--- src/rtl/lutram_fifo_ctrl.sv ---
// lutram_fifo_ctrl
// Sequencing controller that turns an external 16x4 distributed LUT RAM
// (synchronous write, asynchronous read) into a first-word-fall-through FIFO.
// Words live in the RAM until a registered output stage pulls them.
// LEVEL counts the RAM words plus the output stage, so it can reach 17.
module lutram_fifo_ctrl #(
    parameter int unsigned AF_THR = 12,
    parameter int unsigned AE_THR = 4
) (
    input  logic       CLK,
    input  logic       RESETN,
    input  logic       FLUSH,
    input  logic       S_VALID,
    output logic       S_READY,
    input  logic [3:0] S_DATA,
    output logic       M_VALID,
    input  logic       M_READY,
    output logic [3:0] M_DATA,
    output logic       RAM_WRE,
    output logic [3:0] RAM_WAD,
    output logic [3:0] RAM_DI,
    output logic [3:0] RAM_RAD,
    input  logic [3:0] RAM_DO,
    output logic [4:0] LEVEL,
    output logic       ALMOST_FULL,
    output logic       ALMOST_EMPTY
);

    localparam logic [5:0] AF_LIM = 6'(AF_THR);
    localparam logic [5:0] AE_LIM = 6'(AE_THR);

    logic [3:0] wr_ptr;
    logic [3:0] rd_ptr;
    logic [4:0] ram_cnt;
    logic [4:0] ram_cnt_next;
    logic       out_vld;
    logic       s_rdy;
    logic [3:0] m_data_q;
    logic       push;
    logic       pop;
    logic       load;

    // Handshake decode and next-count; every term uses pre-edge register values
    always_comb begin
        push         = S_VALID && s_rdy;
        pop          = out_vld && M_READY;
        load         = (!out_vld || M_READY) && (ram_cnt != 5'd0);
        ram_cnt_next = ram_cnt + {4'd0, push} - {4'd0, load};
    end

    // RAM side: write at wr_ptr on push, read address always follows rd_ptr
    always_comb begin
        RAM_WRE = push;
        RAM_WAD = wr_ptr;
        RAM_DI  = S_DATA;
        RAM_RAD = rd_ptr;
    end

    // Pointers, occupancy, output-valid and registered ready
    always_ff @(posedge CLK or negedge RESETN) begin
        if (!RESETN) begin
            wr_ptr  <= '0;
            rd_ptr  <= '0;
            ram_cnt <= '0;
            out_vld <= 1'b0;
            s_rdy   <= 1'b0;
        end else if (FLUSH) begin
            wr_ptr  <= '0;
            rd_ptr  <= '0;
            ram_cnt <= '0;
            out_vld <= 1'b0;
            s_rdy   <= 1'b0;
        end else begin
            if (push) begin
                wr_ptr <= wr_ptr + 4'd1;
            end
            if (load) begin
                rd_ptr  <= rd_ptr + 4'd1;
                out_vld <= 1'b1;
            end else if (pop) begin
                out_vld <= 1'b0;
            end
            ram_cnt <= ram_cnt_next;
            // ready depends only on registered state, never on M_READY directly
            s_rdy   <= (ram_cnt_next < 5'd16);
        end
    end

    // Output data register: captures the asynchronous RAM read on load, holds otherwise
    always_ff @(posedge CLK or negedge RESETN) begin
        if (!RESETN) begin
            m_data_q <= '0;
        end else if (!FLUSH && load) begin
            m_data_q <= RAM_DO;
        end
    end

    // Level and threshold flags derived from registered state
    always_comb begin
        LEVEL        = ram_cnt + {4'd0, out_vld};
        ALMOST_FULL  = ({1'b0, LEVEL} >= AF_LIM);
        ALMOST_EMPTY = ({1'b0, LEVEL} <= AE_LIM);
        S_READY      = s_rdy;
        M_VALID      = out_vld;
        M_DATA       = m_data_q;
    end

endmodule

--- config.mk ---
export PLATFORM = sky130hd
export DESIGN_NAME = lutram_fifo_ctrl
export DESIGN_NICKNAME = d
export VERILOG_FILES = /design/src/rtl/lutram_fifo_ctrl.sv
export SDC_FILE = /design/constraint.sdc
export NUM_CORES = 1
export LEC_CHECK = 0
export BUFFER_PORTS_ARGS = -buffer_cell sky130_fd_sc_hd__buf_2
export CAP_MARGIN = 20
export CORE_ASPECT_RATIO = 0.7
export CORE_UTILIZATION = 52
export CTS_BUF_LIST = sky130_fd_sc_hd__clkbuf_16
export CTS_CLUSTER_DIAMETER = 200
export DETAILED_ROUTE_END_ITERATION = 7
export PLACE_DENSITY = 0.83
export SLEW_MARGIN = 20
export SYNTH_ARGS = -nofsm -noshare
export SYNTH_HDL_FRONTEND = slang
export SYNTH_SLANG_ARGS = --single-unit
--- constraint.sdc ---
create_clock -name CLK -period 7.34 [get_ports CLK]
set_clock_uncertainty 0.15 [all_clocks]
set_input_delay 1.468 -clock CLK [delete_from_list [all_inputs] [get_ports CLK]]
set_output_delay 1.468 -clock CLK [all_outputs]
set_load 0.02 [all_outputs]
==> key figures, run 1 <==
Power and ir drop
  – Share of power burned in registers: about 30%
  – Logic gate share of total power: approximately 52%
  – Tot Pwr: 0.594 mW
  – Internal: 0.344 mW
  – Cell area power density: approximately 450 nW/um^2
  – Switching Share: 42.1%
  – Clock share of power: 18.2%
  – Psw: 0.250 mW
  – Max rail drop VDD: between 0.2 and 0.25 mV
  – P_leak: approximately 0.7 nW

Setup path
  – Depth of the most critical reg-to-reg path: 13
  – Buf+Inv Stages, Crit Path: 2
  – Worst flop-to-flop path startpoint: ram_cnt[3]
  – Top delay family on crit path: buffers and inverters
  – Crit path largest cell delay: 0.28 ns
  – Max FO, Critical Path: 6
  – Crit path DAT: slightly above 2 ns
  – WS Path Type: in2out
  – Crit start category: primary input
  – CP dominant cell by count: buf_2
  – Number of cells on the critical path: 3
  – Crit end category: output pin
  – CP startpoint: S_VALID
  – Critical-path top delay cell: and2_1
  – WP data required: around 5.7 ns
  – Crit path cell chain: buf_2 > and2_1 > buf_2
  – Internal reg-to-reg setup slack: 4.32 ns

Drt
  – ANT nets after route: 0
  – Final wirelength: 2060 microns
  – Via density: between 5 and 6
  – Avg WL per Cell: 13.5 microns
  – Number of remaining DRC errors: 4
  – TritonRoute pass-1 iters: 6
  – Drt initial violations: 22
  – Via count: 780

Logic synthesis
  – Top cells by area, synth: dfrtp_1 (43%), ha_1 (14%), xnor2_1 (5.5%)
  – Commonest cells in the netlist: dfrtp_1 (19), ha_1 (12), nor2_1 (11)
  – Syn_nets: 128
  – Post-synthesis mux area share: 6.80%
  – Ys async rst share: 100%
  – Post-synthesis sequential area ratio: 43.0%
  – Post-Synth XOR/XNOR Area: 9.51%
  – Mean post-synth cell area: ~11 sq um
  – Ys flop type: dfrtp_1
  – Adder-Cell Fraction of Synth Area: approximately 15%
  – Unique masters post-synth: 27
  – Yosys reg bits: 19
  – Most instantiated library cell after synthesis: dfrtp_1
  – Compound-Gate Fraction of Synth Area: under 10%
  – Yosys warning count: 0
  – Netlist Area Pre-Place: 1100 sq um
  – Synth area leader: dfrtp_1
  – Synth Instances: between 100 and 150
  – Largest family of logic cells by synthesized area: adder cells
  – Fraction of the mapped netlist area in simple logic gates: 14.2%
  – Yosys top cell area share: 43.0%
  – EDFF count, synth: 0

GRT
  – Vias in the first global route: 701
  – GRT Overall Usage: 21.1%
  – First-pass GRT wire length: ~3400 microns
  – Total global routing overflow: 0
  – Initial antenna violation count: 0
  – Largest net degree at the start of global routing: 20

Flow run
  – Max Cap Viol: 0

STA
  – Fmax: 273 MHz
  – Post-route setup TNS: 0 ns
  – Worst slew pin tran: 0.437 ns
  – Unrepaired setup endpoints after global routing: no
  – Max_slew headroom: a little under three quarters
  – Final hold vios: 0
  – Post-layout min period: 3.66 ns
  – Endpoints failing setup: 0
  – Slew Viols, Final: 0
  – Final worst slack: 3.68 ns
  – Period utilisation layout: 49.9%

Floorplanning
  – Die Width: 57.1 microns
  – Die span in y: between 40 and 50 microns
  – Rows: 13
  – Core Area: 1920 sq um
  – Total die area: 2320 sq um
  – Starting Density: between 50 and 60%
  – Number of I/O pins: 39

Hold path
  – Hold path start: M_DATA[0]
  – Worst hold path class: reg2reg
  – WHS Path Cells: 1

CTS
  – CTS sink count: 19
  – CTS clk-pin slew, worst paths: 0.05 ns
  – Hold_buf cts: 0
  – Later-pin clock latency in the skew report: 0.25 ns
  – CTS Root Cell: clkbuf_16
  – CTS HTree Levels: 1
  – Post-CTS sizing: 0
  – Max Root-Sink Buffers: 2
  – TritonCTS clock tree: done
  – CTS Buf Count: 3
  – Setup Fix Bufs, Post-CTS: 0

Cells and area
  – P&R area growth vs syn: 19.8%
  – Ant diodes: 0
  – Fill cells: 167
  – Share of cells above drive strength 1: 27.7%
  – Nets: approximately 160

Status
  – Failing checks: design-rule violations
  – Status: finished, violations left

Place
  – Hpwl dp: 1560 microns
  – # port buffers: 30
  – GPL Wtd Cong: 0.873
  – Pre-CTS setup slack: 3.55 ns
==> layer usage <==
layer  up-vias  wire (microns)  GRT usage (%)  share of wire [%]
met4         0              25           7.32                1.2
met5         -               0              0                  0
li1        383               -              -                  -
met2        18             981           35.3                 48
met3         4              89           5.81                4.3
met1       375             963           27.1                 47
==> sequential cells by signal (all words and copies together) (netlist names) <==
name and cells:
ram_cnt 5, M_DATA 4, RAM_RAD 4, RAM_WAD 4, M_VALID 1, S_READY 1
==> metrics by stage <==
stage	hold slack, ns	utilization, %	area [sq um]	instances
2_1_floorplan	0.455	-	1100	102
3_3_place_gp	0.312	64.9	1240	148
3_5_place_dp	0.324	64.9	1240	148
4_1_cts	0.335	69.0	1320	152
5_1_grt	0.350	69.0	1320	152
6_report	0.334	69.0	1320	152
==> cells by family after synthesis <==
family | after synthesis
AND/OR/NAND/NOR | 28
flip-flops | 19
buffers and inverters | 14
adder cells (fa/ha/maj) | 13
XOR/XNOR | 12
AO/OA/AOI/OAI | 9
multiplexers | 7
==> final timing paths <==
path,endpoint
max,RAM_WRE
min,M_DATA[0]
max reg2reg,S_READY
min reg2reg,M_DATA[0]
max in group asynchronous,M_DATA[2]
min in group asynchronous,ram_cnt[2]
==> power by group through the flow <==
stage	logic [mW]	registers, mW	clock network, mW
after floorplan	0.206	0.198	0
after global placement	0.299	0.174	0
after detailed placement	0.309	0.177	0
after CTS	0.314	0.176	0.111
after global routing	0.344	0.182	0.116
final	0.309	0.176	0.108
==> final cells by class <==
class,count,area [sq um],share of cell area [%]
sequential,19,475,35.9
inverter,8,30.0,2.27
clock buffer,3,75.1,5.67
clock inverter,1,3.75,0.284
multi-input combinational,69,562,42.4
timing repair buffer,30,150,11.3
tap,22,27.5,2.08
==> layout by cell type, fill, tap and decap left out, types with 2 or more instances in the layout <==
| cell | n |
|---|---|
| mux2i_1 | 3 |
| nand2b_1 | 2 |
| a21oi_1 | 4 |
| ha_1 | 12 |
| nor2b_1 | 2 |
| xor2_1 | 5 |
| nor3_1 | 2 |
| mux2_1 | 4 |
| nand2_1 | 4 |
| dfrtp_1 | 19 |
| nor2_1 | 11 |
| a21o_1 | 2 |
| xnor2_1 | 7 |
| inv_1 | 9 |
| buf_2 | 30 |
| clkbuf_16 | 3 |
Power figures use the tool's default switching activity.
==> run 2, diff against run 1 <==
Settings changed: CORE_UTILIZATION 52 to 44, PLACE_DENSITY 0.83 to 0.75.
Clock period 7.34 ns to 3.3 ns, I/O delays scaled along.
==> run 2 against run 1 <==
Compared with the run above:
- the flow now finishes without violations
- largest cell class unchanged
- first-iteration DRC count fell by 23%
- power rose by 130%
- routed wire length rose by 4.6%
- non-clock buffer count rose by 1
- global-route usage fell by 1.9 points
- largest power group unchanged
- combinational power rose by 130%
- sequential power rose by 120%
- register-to-register slack got worse by 4.0 ns
- clock power rose by 130%
- sequential share of layout area fell by 0.57 points
- sequential cell count did not move
==> key figures, run 2 (same netlist as run 1, synthesis figures left out) <==
Cells and area
  – Most common cell after layout, fill and taps aside: buf_2
  – Post-Layout Inst Area: 1350 sq um (+1.6%)
  – Commonest non-fill, non-tap cells in the layout: buf_2 (30), dfrtp_1 (19), ha_1 (12)
  – Share of cells above drive strength 1: 29.0% (+1.3 points)
  – Nets: 158 (+0.64%)
  – Number of flip-flops under the largest register name: 5 (unchanged)
  – Ant diodes: 0 (unchanged)
  – Fill cells: 184 (+10%)
  – P&R area growth vs syn: 21.7%
  – Reg with most FFs: ram_cnt

Floorplanning
  – Rows: 14 (+1)
  – Starting Density: 48.9% (-8.7 points)
  – Total die area: 2720 sq um (+17%)
  – Die Width: 61.9 microns (+8.4%)
  – Core Area: 2260 sq um (+18%)
  – Die span in y: 43.9 microns (+8.3%)
  – Number of I/O pins: 39 (unchanged)

STA
  – Worst slew pin tran: 0.419 ns (-0.0189 ns)
  – Post-route setup TNS: 0 ns (unchanged)
  – Fmax: 335 MHz
  – Endpoints failing setup: 0 (unchanged)
  – Final hold vios: 0 (unchanged)
  – Unrepaired setup endpoints after global routing: no
  – Post-layout min period: 2.98 ns
  – Slew Viols, Final: 0 (unchanged)
  – Period utilisation layout: 90.4%
  – Max_slew headroom: 72.1% (+1.3 points)

Setup path
  – Crit path largest cell delay: 0.44 ns (+0.16 ns)
  – Max FO, Critical Path: 6 (unchanged)
  – WS Path Type: reg2reg
  – Crit end category: flip-flop
  – Depth of the most critical reg-to-reg path: 13 (unchanged)
  – Buf+Inv Stages, Crit Path: 4 (+2)
  – Crit start category: flip-flop
  – WP data required: 3.33 ns (-2.39 ns)
  – Top delay family on crit path: adder cells
  – Critical-path top delay cell: dfrtp_1
  – Crit path cell chain: inv_1 > ha_1 > nor4b_4 > nor2_1 > ha_1 > inv_1 > ha_1 > inv_1 > fa_1 > inv_1 > a21oi_1 > o21bai_1 > mux2i_1
  – Crit path DAT: 3.01 ns (+0.97 ns)
  – Number of cells on the critical path: 13 (+10)
  – CP dominant cell by count: inv_1

GRT
  – First-pass GRT wire length: 3570 microns (+5.3%)
  – GRT Overall Usage: 19.2% (-1.9 points)
  – Initial antenna violation count: 0 (unchanged)
  – Vias in the first global route: 790 (+13%)
  – Total global routing overflow: 0 (unchanged)
  – Met2 track demand over resource: 27.5% (-7.8 points)
  – Met1 global-route usage: 24.4% (-2.7 points)
  – Routing usage on met3: 8.66% (+2.9 points)
  – Busiest grt layer: met2
  – Largest net degree at the start of global routing: 20 (unchanged)

CTS
  – Max Root-Sink Buffers: 2 (unchanged)
  – Setup Fix Bufs, Post-CTS: 0 (unchanged)
  – Later-pin clock latency in the skew report: 0.26 ns (about the same)
  – CTS HTree Levels: 1 (unchanged)
  – CTS clk-pin slew, worst paths: 0.06 ns (about the same)
  – CTS Root Cell: clkbuf_16
  – CTS Buf Count: 3 (unchanged)
  – CTS sink count: 19 (unchanged)
  – Post-CTS sizing: 0 (unchanged)
  – Hold_buf cts: 0 (unchanged)
  – TritonCTS clock tree: done

Status
  – Status: completed

Hold path
  – Worst hold path class: in2async

Place
  – # port buffers: 30 (unchanged)
  – GPL Wtd Cong: 0.816 (-6.5%)
  – Placed Area: 1260 sq um (+1.6%)
  – Hpwl dp: 1660 microns (+6.3%)

Power and ir drop
  – Max rail drop VDD: 0.499 mV (+120%)
  – P_leak: 0.712 nW (+0.53%)
  – Cell area power density: 998 nW/um^2 (+120%)

Drt
  – Final wirelength: 2150 microns (+4.6%)
  – Via density: 4.78 (-6.9%)
  – ANT nets after route: 0 (unchanged)
  – Number of remaining DRC errors: 0 (-4)
  – Avg WL per Cell: 13.2 microns (-2.4%)
  – TritonRoute pass-1 iters: 4 (-2)
  – Via count: 779 (-0.13%)
  – Drt initial violations: 17 (-23%)

Flow run
  – Max Cap Viol: 0 (unchanged)
run 2: cell types whose count changed in the layout (fill, tap and decap cells not counted):
cell,change
buf_4,+1
inv_1,-1
clkinv_2,+1
run 2: final cells by class:
type | instances | area [sq um] | share of cell area [%]
Inverter | 8 | 30.0 | 2.23
Sequential cell | 19 | 475 | 35.3
Timing Repair Buffer | 31 | 158 | 11.7
Tap cell | 32 | 40.0 | 2.98
Clock inverter | 1 | 5.00 | 0.372
Clock buffer | 3 | 75.1 | 5.58
Multi-Input combinational cell | 69 | 562 | 41.8
run 2: worst paths after layout:
path / startpoint / end / slack [ns]
max: ram_cnt[2] / ram_cnt[4] / 0.32
min: RESETN / S_READY / 0.18
max reg2reg: ram_cnt[2] / ram_cnt[4] / 0.32
min reg2reg: M_DATA[1] / M_DATA[1] / 0.33
max in group asynchronous: RESETN / ram_cnt[2] / 2.52
min in group CLK: M_DATA[1] / M_DATA[1] / 0.33
run 2: where the power goes:
group / switching [mW] / internal [mW] / total, mW
Combinational: 0.404 / 0.298 / 0.702
Clock: 0.0873 / 0.163 / 0.250
Sequential: 0.0816 / 0.309 / 0.391
Total: 0.573 / 0.770 / 1.34
run 2: layer usage:
layer  wire (microns)  vias up
met4               44        0
met1              992      364
met2             1010       20
met5                0        -
met3              103        6
li1                 -      389
run 2: metrics by stage:
stage	setup WS [ns]	hold slack, ns	total power, mW	std cells	util, %
3_3_place_gp	0.451	0.313	1.06	159	56.0
6_report	0.318	0.181	1.34	163	59.5
2_1_floorplan	0.593	0.214	0.898	102	-
4_1_cts	0.298	0.199	1.36	163	59.5
3_5_place_dp	0.337	0.321	1.09	159	56.0
5_1_grt	0.0376	0.217	1.45	163	59.5
==> run 3, diff against run 2 <==
Settings changed: CELL_PAD_IN_SITES_DETAIL_PLACEMENT from default to 0, CELL_PAD_IN_SITES_GLOBAL_PLACEMENT from default to 1, CORE_UTILIZATION 44 to 33, PLACE_DENSITY 0.75 to default, PLACE_DENSITY_LB_ADDON from default to 0.1.
==> run 3 against run 2 <==
Compared with the run above:
- final cell count grew 3.7%
- sequential cell count is the same
- cell area grew 0.74%
- die area grew 32%
- worst setup slack lost 0.045 ns
- count of clock-buffer cells in the layout is the same
- power shrank 0.94%
- global-route usage shrank 5.9 points
- core utilization shrank 17 points
- largest power group unchanged
==> key figures, run 3 (same netlist as run 1, synthesis figures left out) <==
Status
  – Status: completed

Drt
  – TritonRoute pass-1 iters: 6 (+2)
  – ANT nets after route: 0 (unchanged)
  – Avg WL per Cell: 12.6 microns (-4.7%)
  – Via density: 4.55 (-4.8%)
  – Drt initial violations: 26 (+9)
  – Number of remaining DRC errors: 0 (unchanged)
  – Final wirelength: 2130 microns (-1.2%)
  – Via count: 769 (-1.3%)

STA
  – Final hold vios: 0 (unchanged)
  – Post-route setup TNS: 0 ns (unchanged)
  – Max_slew headroom: 70.9% (-1.2 points)
  – Unrepaired setup endpoints after global routing: no
  – Period utilisation layout: 91.7% (+1.4 points)
  – WHS: 0.197 ns (+0.0157 ns)
  – Fmax: 330 MHz (-1.5%)
  – Post-layout min period: 3.03 ns (+0.0454 ns)
  – Endpoints failing setup: 0 (unchanged)
  – Slew Viols, Final: 0 (unchanged)
  – Worst slew pin tran: 0.436 ns (+0.0174 ns)

Cells and area
  – Reg with most FFs: ram_cnt
  – Area occupied by multi-input gates: 562 sq um (unchanged)
  – Fill cells: 305 (+66%)
  – P&R area growth vs syn: 22.7%
  – Number of flip-flops under the largest register name: 5 (unchanged)
  – Commonest non-fill, non-tap cells in the layout: buf_2 (30), dfrtp_1 (19), ha_1 (12)
  – Register Area: 475 sq um (unchanged)
  – Ant diodes: 0 (unchanged)
  – Most common cell after layout, fill and taps aside: buf_2
  – Share of cells above drive strength 1: 29.0% (unchanged)
  – Nets: 158 (unchanged)

CTS
  – CTS Buf Count: 3 (unchanged)
  – Setup Fix Bufs, Post-CTS: 0 (unchanged)
  – Max Root-Sink Buffers: 2 (unchanged)
  – CTS HTree Levels: 1 (unchanged)
  – CTS sink count: 19 (unchanged)
  – CTS clk-pin slew, worst paths: 0.06 ns (about the same)
  – Later-pin clock latency in the skew report: 0.25 ns (about the same)
  – CTS Root Cell: clkbuf_16
  – TritonCTS clock tree: done
  – Post-CTS sizing: 0 (unchanged)
  – Hold_buf cts: 0 (unchanged)

Setup path
  – WP data required: 3.32 ns (about the same)
  – Crit end category: flip-flop
  – CP dominant cell by count: inv_1
  – Max FO, Critical Path: 6 (unchanged)
  – Crit path largest cell delay: 0.45 ns (about the same)
  – Critical-path top delay cell: dfrtp_1
  – Internal reg-to-reg setup slack: 0.27 ns (-0.05 ns)
  – Crit path DAT: 3.05 ns (+0.04 ns)
  – Crit path cell chain: inv_1 > ha_1 > nor4b_4 > nor2_1 > ha_1 > inv_1 > ha_1 > inv_1 > fa_1 > inv_1 > a21oi_1 > o21bai_1 > mux2i_1
  – WS Path Type: reg2reg
  – Crit start category: flip-flop

Floorplanning
  – Starting Density: 34.9% (-14 points)
  – Die Width: 71.2 microns (+15%)
  – Core Area: 3170 sq um (+40%)
  – Die span in y: 50.4 microns (+15%)
  – Number of I/O pins: 39 (unchanged)
  – Total die area: 3590 sq um (+32%)
  – Rows: 17 (+3)

Power and ir drop
  – Psw: 0.563 mW (-1.8%)
  – Share of power burned in registers: 29.1% (about the same)
  – Logic gate share of total power: 52.1% (-0.2 points)
  – Internal: 0.767 mW (-0.31%)
  – Switching Share: 42.3% (-0.37 points)
  – Max rail drop VDD: 0.342 mV (-31%)
  – P_leak: 0.708 nW (-0.53%)
  – Clock share of power: 18.9% (+0.3 points)
  – Cell area power density: 982 nW/um^2 (-1.7%)

GRT
  – Initial antenna violation count: 0 (unchanged)
  – GRT Overall Usage: 13.2% (-5.9 points)
  – Vias in the first global route: 737 (-6.7%)
  – Total global routing overflow: 0 (unchanged)
  – First-pass GRT wire length: 3530 microns (-1.2%)
  – Largest net degree at the start of global routing: 20 (unchanged)

Place
  – # port buffers: 30 (unchanged)
  – Hpwl dp: 1670 microns (+0.31%)
  – GPL Wtd Cong: 0.730 (-11%)

Hold path
  – Worst hold path class: in2async

Flow run
  – Max Cap Viol: 0 (unchanged)
-- run 3: cell types whose count changed in the layout (fill, tap and decap cells not counted), sizes merged --
cell / previous run / this run
clkinv: 1 / 0
clkinvlp: 0 / 1
-- run 3: per-stage QoR --
stage / power, mW / setup slack [ns] / util (%) / instance area (sq um) / instances
6_report: 1.33 / 0.273 / 42.8 / 1360 / 169
5_1_grt: 1.44 / 0.0442 / 42.8 / 1360 / 169
4_1_cts: 1.35 / 0.261 / 42.8 / 1360 / 169
3_5_place_dp: 1.09 / 0.270 / 40.2 / 1270 / 165
3_3_place_gp: 1.09 / 0.383 / 40.2 / 1270 / 165
2_1_floorplan: 0.898 / 0.593 / - / 1100 / 102
-- run 3: critical path: cells and delay by family (launching register included) --
family	cells	cell delay (ns)
compound gates	2	0.28
fa+ha+maj	4	1.02
buf+inv	4	0.30
flops	1	0.45
mux	1	0.21
simple gates	2	0.53
-- run 3: routing by layer --
layer | GRT usage, % | wire, microns | vias to the layer above
li1 | - | - | 392
met1 | 18.5 | 1140 | 360
met2 | 20.3 | 897 | 17
met3 | 4.22 | 93 | 0
met4 | 2.00 | 0 | 0
met5 | 0 | 0 | -
-- run 3: final cells by class --
class / count / area share (%)
clock inverter: 1 / 0.554
timing repair buffer: 31 / 11.6
tap: 38 / 3.51
inverter: 8 / 2.22
sequential: 19 / 35.1
multi-input combinational: 69 / 41.5
clock buffer: 3 / 5.54
-- run 3: final timing paths --
check | startpoint | to | cells after the start
worst max-delay path | ram_cnt[2] | S_READY | 13
worst min-delay path | RESETN | M_DATA[2] | 1
worst max register to register | ram_cnt[2] | S_READY | 13
worst min register to register | M_DATA[2] | M_DATA[2] | 1
max in group asynchronous | RESETN | M_DATA[0] | 1
min in group CLK | M_DATA[2] | M_DATA[2] | 1
-- run 3: power groups by stage --
stage | registers [mW] | clock network (mW) | logic [mW]
6_report | 0.387 | 0.251 | 0.692
5_1_grt | 0.402 | 0.266 | 0.771
3_5_place_dp | 0.394 | 0 | 0.697
4_1_cts | 0.388 | 0.260 | 0.703
2_1_floorplan | 0.440 | 0 | 0.458
3_3_place_gp | 0.391 | 0 | 0.701
